$ cat src/rtl/led_blink_array.sv
// Multi-channel LED driver: off / on / blink (tick-based) / PWM dim per channel.
// Define LED_BLINK_SYNC_EN to pass mode through a two-flop synchronizer (3-clk mode-to-led latency).
module led_blink_array #(
  parameter int N_CH    = 3,
  parameter int CLK_HZ  = 48000000,
  parameter int TICK_HZ = 1000,
  parameter int CNT_W   = 16,
  parameter int PWM_W   = 8
) (
  input  logic                  clk,
  input  logic                  reset_n,
  input  logic [2*N_CH-1:0]     mode,
  input  logic [N_CH*CNT_W-1:0] half_period,
  input  logic [N_CH*PWM_W-1:0] duty,
  output logic [N_CH-1:0]       led,
  output logic                  tick
);

  localparam int DIV  = CLK_HZ / TICK_HZ;
  localparam int PS_W = (DIV > 1) ? $clog2(DIV) : 1;
  localparam logic [PS_W-1:0] PS_LAST = PS_W'(DIV - 1);

  typedef enum logic [1:0] {
    MODE_OFF   = 2'b00,
    MODE_ON    = 2'b01,
    MODE_BLINK = 2'b10,
    MODE_PWM   = 2'b11
  } mode_e;

  logic [PS_W-1:0]   ps_cnt;
  logic [PWM_W-1:0]  pwm_cnt;
  logic [2*N_CH-1:0] mode_use;

`ifdef LED_BLINK_SYNC_EN
  logic [2*N_CH-1:0] mode_meta;
  logic [2*N_CH-1:0] mode_sync;

  // Reset value 0 puts every channel in off mode until the switches have settled.
  always_ff @(posedge clk or negedge reset_n) begin
    if (!reset_n) begin
      mode_meta <= '0;
      mode_sync <= '0;
    end else begin
      mode_meta <= mode;
      mode_sync <= mode_meta;
    end
  end

  assign mode_use = mode_sync;
`else
  assign mode_use = mode;
`endif

  // NOTE: all state uses non-blocking assignments so every register samples pre-edge values.
  always_ff @(posedge clk or negedge reset_n) begin
    if (!reset_n) begin
      ps_cnt <= '0;
      tick   <= 1'b0;
    end else begin
      tick   <= (ps_cnt == PS_LAST);
      ps_cnt <= (ps_cnt == PS_LAST) ? '0 : ps_cnt + PS_W'(1);
    end
  end

  always_ff @(posedge clk or negedge reset_n) begin
    if (!reset_n) begin
      pwm_cnt <= '0;
    end else begin
      pwm_cnt <= pwm_cnt + PWM_W'(1);
    end
  end

  for (genvar c = 0; c < N_CH; c++) begin : g_ch
    mode_e            ch_mode;
    logic [CNT_W-1:0] hp;
    logic [CNT_W-1:0] hp_last;
    logic [CNT_W-1:0] bcnt;
    logic [PWM_W-1:0] ch_duty;
    logic             phase;
    logic             led_q;

    assign ch_mode = mode_e'(mode_use[2*c +: 2]);
    assign hp      = half_period[c*CNT_W +: CNT_W];
    assign ch_duty = duty[c*PWM_W +: PWM_W];

    // A zero half-period behaves as one tick, so the last count is clamped at 0.
    assign hp_last = (hp == '0) ? '0 : hp - CNT_W'(1);

    always_ff @(posedge clk or negedge reset_n) begin
      if (!reset_n) begin
        bcnt  <= '0;
        phase <= 1'b0;
        led_q <= 1'b0;
      end else begin
        case (ch_mode)
          MODE_BLINK: begin
            led_q <= phase;
            if (tick) begin
              // >= compare: a lowered half-period toggles on the next tick instead of wrapping.
              if (bcnt >= hp_last) begin
                bcnt  <= '0;
                phase <= ~phase;
              end else begin
                bcnt <= bcnt + CNT_W'(1);
              end
            end
          end
          MODE_PWM: begin
            led_q <= (pwm_cnt < ch_duty);
            bcnt  <= '0;
            phase <= 1'b0;
          end
          MODE_ON: begin
            led_q <= 1'b1;
            bcnt  <= '0;
            phase <= 1'b0;
          end
          default: begin
            led_q <= 1'b0;
            bcnt  <= '0;
            phase <= 1'b0;
          end
        endcase
      end
    end

    assign led[c] = led_q;
  end

endmodule

$ cat config.mk
export PLATFORM = sky130hd
export DESIGN_NAME = led_blink_array
export DESIGN_NICKNAME = d
export VERILOG_FILES = /design/src/rtl/led_blink_array.sv
export SDC_FILE = /design/constraint.sdc
export NUM_CORES = 1
export LEC_CHECK = 0
export ABC_CLOCK_PERIOD_IN_PS = 2500
export CORE_MARGIN = 2
export CORE_UTILIZATION = 50
export CTS_CLUSTER_SIZE = 8
export DETAILED_ROUTE_END_ITERATION = 6
export PLACE_DENSITY = 0.8
export SYNTH_ARGS = -nofsm -noshare
export SYNTH_HDL_FRONTEND = slang
export SYNTH_SLANG_ARGS = --single-unit
export TNS_END_PERCENT = 50
$ cat constraint.sdc
create_clock -name clk -period 2.5 [get_ports clk]
set_clock_uncertainty 0.15 [all_clocks]
set_input_delay 0.5 -clock clk [delete_from_list [all_inputs] [get_ports clk]]
set_output_delay 0.5 -clock clk [all_outputs]
set_load 0.01 [all_outputs]
[Yosys cells after proc, flatten, opt, wreduce, memory -nomap -nowiden]
Cells that the tools add are included.
Word-level totals
  register bits after elaboration: 79
  output and inout port bits: 4
  word-level logic and storage cells: 76
  input port bits: 80
Operators by class
  equal/unequal tests: 16
  $lt $le $gt $ge: 6
  bitwise gates (word level): 3
  mux-type cells: 25
  $add $sub $neg: 8
  reductions and logical operators: 6
Operators with widths (number)
  two-way mux 16 bit: 13
  adder 16 x 1 -> 16 bit, second input constant: 4
  >= comparator 16 bit: 3
  zero test 16 bit: 3
  subtractor 16 x 1 -> 16 bit, second input constant: 3
  < comparator 8 bit: 3
  equality test 16 bit, second input constant: 1
  equality test 2 bit, second input constant: 6
  != test 2 bit, second input constant: 6
  two-way mux 1 bit: 9
  case mux 1 bit (3 select lines): 3
  adder 8 x 1 -> 8 bit, second input constant: 1
  equality test 2 x 1 -> 1 bit, second input constant: 3
  AND reduction 2 bit: 3
  inverter 1 bit: 3

[Depth between registers and ports, before layout]
  depth after elaboration: 6
  gate-level depth with buffers: 15
  gate-level depth less buffers: 14

[Least setup slack after synthesis]
Ideal clock, no wire load.
  path type: in2reg
  from: input half_period[23]
  to: register g_ch[1].bcnt[10]
  library setup time: 0.072 ns
  data required time: 2.278 ns
  cell stages on the path: 14
  path slack: -1.387 ns
  path buffers: 2
  arrival time: 3.664 ns
  cell sequence: or3_1 -> or3_1 -> nor3b_1 -> nand3_1 -> clkbuf_1 -> nand2_1 -> ha_1 -> a21oi_1 -> nor3_1 -> or4b_1 -> a211o_1 -> and2_1 -> clkbuf_1 -> nor2_1
Between the ends
  cells in the longest elaborated chain, start to end: 6
  elaborated cells on any way between the ends: 7
  those cells by class: add/sub: 1; order compare: 1; mux: 4; reduce/logical: 1
RTL lines
  start, declared: line 13  | input logic [N_CH*CNT_W-1:0] half_period,
  subtractor 16 x 1 -> 16 bit / zero test 16 bit (equally long branches): line 87  | assign hp_last = (hp == '0) ? '0 : hp - CNT_W'(1);
  two-way mux 16 bit *: line 87
  >= comparator 16 bit *: line 100  | if (bcnt >= hp_last) begin
  two-way mux 16 bit *: line 100
  two-way mux 16 bit *: line 98  | if (tick) begin
  two-way mux 16 bit *: line 95  | case (ch_mode)
  end signal, assigned: line 104  | bcnt <= bcnt + CNT_W'(1);
  end, declared: line 77  | logic [CNT_W-1:0] bcnt;
Every way passes the cells marked *; elsewhere a longest branch is shown, timed or not. The select of a mux whose other input is x is not followed.
A chain may end at the register's enable or synchronous reset.

[Worst setup path after layout]
  from: input half_period[2]
  to: register g_ch[0].bcnt[8]
Between the ends
  cells in the longest elaborated chain, start to end: 6
  elaborated cells on any way between the ends: 7
  those cells by class: add/sub: 1; order compare: 1; mux: 4; reduce/logical: 1
RTL lines (line)
  subtractor 16 x 1 -> 16 bit / zero test 16 bit (equally long branches): 87
  two-way mux 16 bit *: 87
  >= comparator 16 bit *: 100
  two-way mux 16 bit *: 100
  two-way mux 16 bit *: 98
  two-way mux 16 bit *: 95
  end signal, assigned: 104
  end, declared: 77
Marked as above.

==> results by group <==
Status
  – Outcome: complete, but fails checks
  – Failing checks: negative setup slack

Drt
  – Via density: 5.638
  – Initial drt markers: 299
  – Drt first pass iters: 5
  – DR WL/cell: 16.19 um
  – Final WL: 17.31 mm
  – DRC: 0
  – DR vias: 6,027
  – Routed Antenna Nets: 0

Finish
  – Layout Cells excl Fill: 1,069
  – Reg area: 1977 sq um
  – Share of layout cells above drive strength 1: 0.2777
  – # nets final: 1,077
  – Multi-input logic area: 4638 sq um
  – Most used cells in the layout excluding fill and tap cells: buf_4, dfrtp_1, nand2_1, ha_1, xor2_1
  – Antenna cells: 0
  – P&R area growth vs syn: 47.29%
  – Fill cells: 762
  – Commonest non-fill, non-tap cell in the layout: buf_4

Synthesis
  – Synth Net Count: 876
  – Flops & latches, synth: 79
  – Synth unique cells: 50
  – Post-synth ARST share: 1.000
  – EDFF count, synth: 0
  – Top FF cell, synth: dfrtp_1
  – Syn Inst Count: 716
  – Yosys warnings: 0
  – Syn Std Cell Area: 6172 sq um
  – Sequential share of the synthesized area: 0.3203
  – Synth Area per Inst: 8.620 sq um

Setup path
  – Worst Setup Start Kind: input port
  – FF-to-FF Start: g_ch[1].bcnt[13]
  – Worst path required time: 2.57 ns
  – Kind of critical path: in2reg
  – Crit. End Element: register
  – Reg-to-reg endpoint: g_ch[1].bcnt[2]
  – Worst path arrival time: 3.76 ns
  – Worst-path maximum fanout: 6
  – Worst reg-to-reg setup slack: 0.05 ns
  – Cell count of the worst reg-to-reg path: 7

Clocking
  – Root buf cell: clkbuf_16
  – CTS H-tree depth: 3
  – Clock buffer depth: 2
  – CTS sink count: 79
  – Cts hold-fix bufs: 0
  – Clk_lat worst skew: 0.34 ns
  – Inserted Clock Buffers: 9
  – CTS tree: yes
  – Clock Pin Slew Worst Setup and Hold Paths: 0.06 ns

Die
  – # rows: 40
  – Die area: 13,250 sq um
  – Starting Density: 0.5139
  – Die Ht: 115.1 um
  – Ports: 84
  – Die X: 115.1 um
  – Core Box Area: 12,010 sq um

Pwr
  – Sequential share of power: 0.383
  – Switching power: 0.0008571 W
  – Internal: 0.002536 W
  – Leak: 4.328 nW
  – Sw Share: 0.2526
  – Logic pwr share: 0.198
  – Cell Pwr Density: 373.2 nW/um^2
  – Peak VDD IR: 0.3443 mV
  – Final Power: 0.003393 W
  – Clock Power Share: 0.420

Placement
  – Post-DP HPWL: 12.31 mm
  – Setup WS pre-CTS: -1.764 ns
  – Gpl congestion: 0.8536
  – Placed insts: 1,038
  – Port Buffers: 83

Timing
  – Slew Limit Fails: 0
  – Endpoints failing hold: 0
  – Hold_ws: 0.09829 ns
  – Final setup viols: 51
  – Worst-Margin Slew: 0.8152 ns
  – Final WS setup: -1.197 ns
  – Fmax: 270.5 MHz
  – Max-slew headroom: 0.4565
  – Final Cycle Share: 1.479
  – RSZ-0062 raised after global routing: yes
  – Final Critical Period: 3.697 ns

Global route
  – Global route overflow: 0
  – All-Layer GR Usage: 0.2660
  – Initial antenna violation count: 0
  – Vias in the first global route: 6,384
  – First-pass GRT wire length: 28.61 mm
  – Largest net degree at the start of global routing: 66

Run
  – Max Cap Viol: 0

Hold path
  – Worst hold path class: in2async
-- power groups by stage --
stage,registers (W),clock network [W],logic [W]
after CTS,0.00130,0.00144,0.000636
after floorplan,0.00132,0,0.000248
after global placement,0.00132,0,0.000547
after global routing,0.00130,0.00149,0.000732
after detailed placement,0.00132,0,0.000574
final,0.00130,0.00142,0.000671
-- layer usage --
metal	GRT usage	share of wire	wire length (um)	up-vias
met2	0.5071	0.54	9282	141
met5	0	0	0	-
met1	0.3031	0.40	6979	2957
met3	0.03690	0.032	558	43
met4	0.08996	0.028	487	0
li1	-	-	-	2886
-- how the worst max path moves through the flow --
stage | start | end | cells past startpoint
5_1_grt | half_period[2] | g_ch[0].bcnt[8] | 16
3_3_place_gp | half_period[23] | g_ch[1].bcnt[0] | 14
4_1_cts | half_period[2] | g_ch[0].bcnt[11] | 15
3_5_place_dp | half_period[23] | g_ch[1].bcnt[0] | 14
6_report | half_period[2] | g_ch[0].bcnt[8] | 16
2_1_floorplan | half_period[3] | g_ch[0].phase | 12
-- state kept, by name, indices dropped and copies added, names as in the netlist --
signal,cells
tick,1
ps_cnt,16
pwm_cnt,8
g_ch.phase,3
g_ch.bcnt,48
g_ch.led_q,3
-- layout make-up --
type | count | share of cell area
Multi-Input combinational cell | 582 | 0.5102
Sequential cell | 79 | 0.2175
Timing Repair Buffer | 201 | 0.1979
Clock buffer | 9 | 0.02477
Tap cell | 147 | 0.02023
Inverter | 44 | 0.01817
Clock inverter | 7 | 0.01129
-- critical path, stage by stage --
cell and delay (ns):
buf_6 0.09, or3_4 0.38, or3_4 0.40, or4_4 0.48
buf_6 0.15, nor3_4 0.10, xor2_1 0.18, nand2_1 0.11
ha_4 0.28, nand4_1 0.16, a2111oi_4 0.25, a211oi_2 0.13
buf_4 0.17, nor2_4 0.16, clkbuf_16 0.18, nor2_2 0.04
-- cells in the mapped netlist (5+ instances only) --
| cell type | number | area (sq um) |
|---|---|---|
| nand2_1 | 85 | 319.1 |
| nor2_1 | 83 | 311.6 |
| ha_1 | 80 | 1001 |
| dfrtp_1 | 79 | 1977 |
| xor2_1 | 65 | 569.3 |
| inv_1 | 44 | 165.2 |
| nand3_1 | 37 | 185.2 |
| xnor2_1 | 33 | 289.0 |
| nor3_1 | 28 | 140.1 |
| o21ai_0 | 21 | 105.1 |
| nand4_1 | 20 | 125.1 |
| a21oi_1 | 19 | 95.09 |
| or3_1 | 12 | 75.07 |
| a21o_1 | 10 | 75.07 |
| nand2b_1 | 10 | 62.56 |
| and3_1 | 9 | 56.30 |
| clkbuf_1 | 8 | 30.03 |
| nor2b_1 | 5 | 31.28 |
| o21a_1 | 5 | 37.54 |
-- through the flow --
step	cell area, sq um	utilization	setup TNS, ns
final	9091	0.7569	-49.89
after global routing	9091	0.7569	-56.35
after CTS	8850	0.7368	-51.63
after detailed placement	8090	0.6735	-82.84
after global placement	8090	0.6735	-77.86
after floorplan	6382	-	-53.37
-- what timing repair did --
action	4_1_cts	5_1_grt
gates resized for setup	132	69
cloned	3	0
pin swaps	55	42
buffers inserted	9	6
endpoints found under the setup margin	51	51
hold endpoints to repair	0	0
-- logic make-up (layout without fill, tap and decap cells) --
group	Yosys count	after routing	synth area share
AOI/OAI and AO/OA	83	83	0.08676
and+or+nand+nor	320	321	0.2556
xor gates and xnor gates	98	98	0.1391
DFF	79	79	0.3203
buffers and inverters	56	261	0.03608
adders and majority gates	80	80	0.1622
No activity file was read; power rests on OpenSTA's default activity.
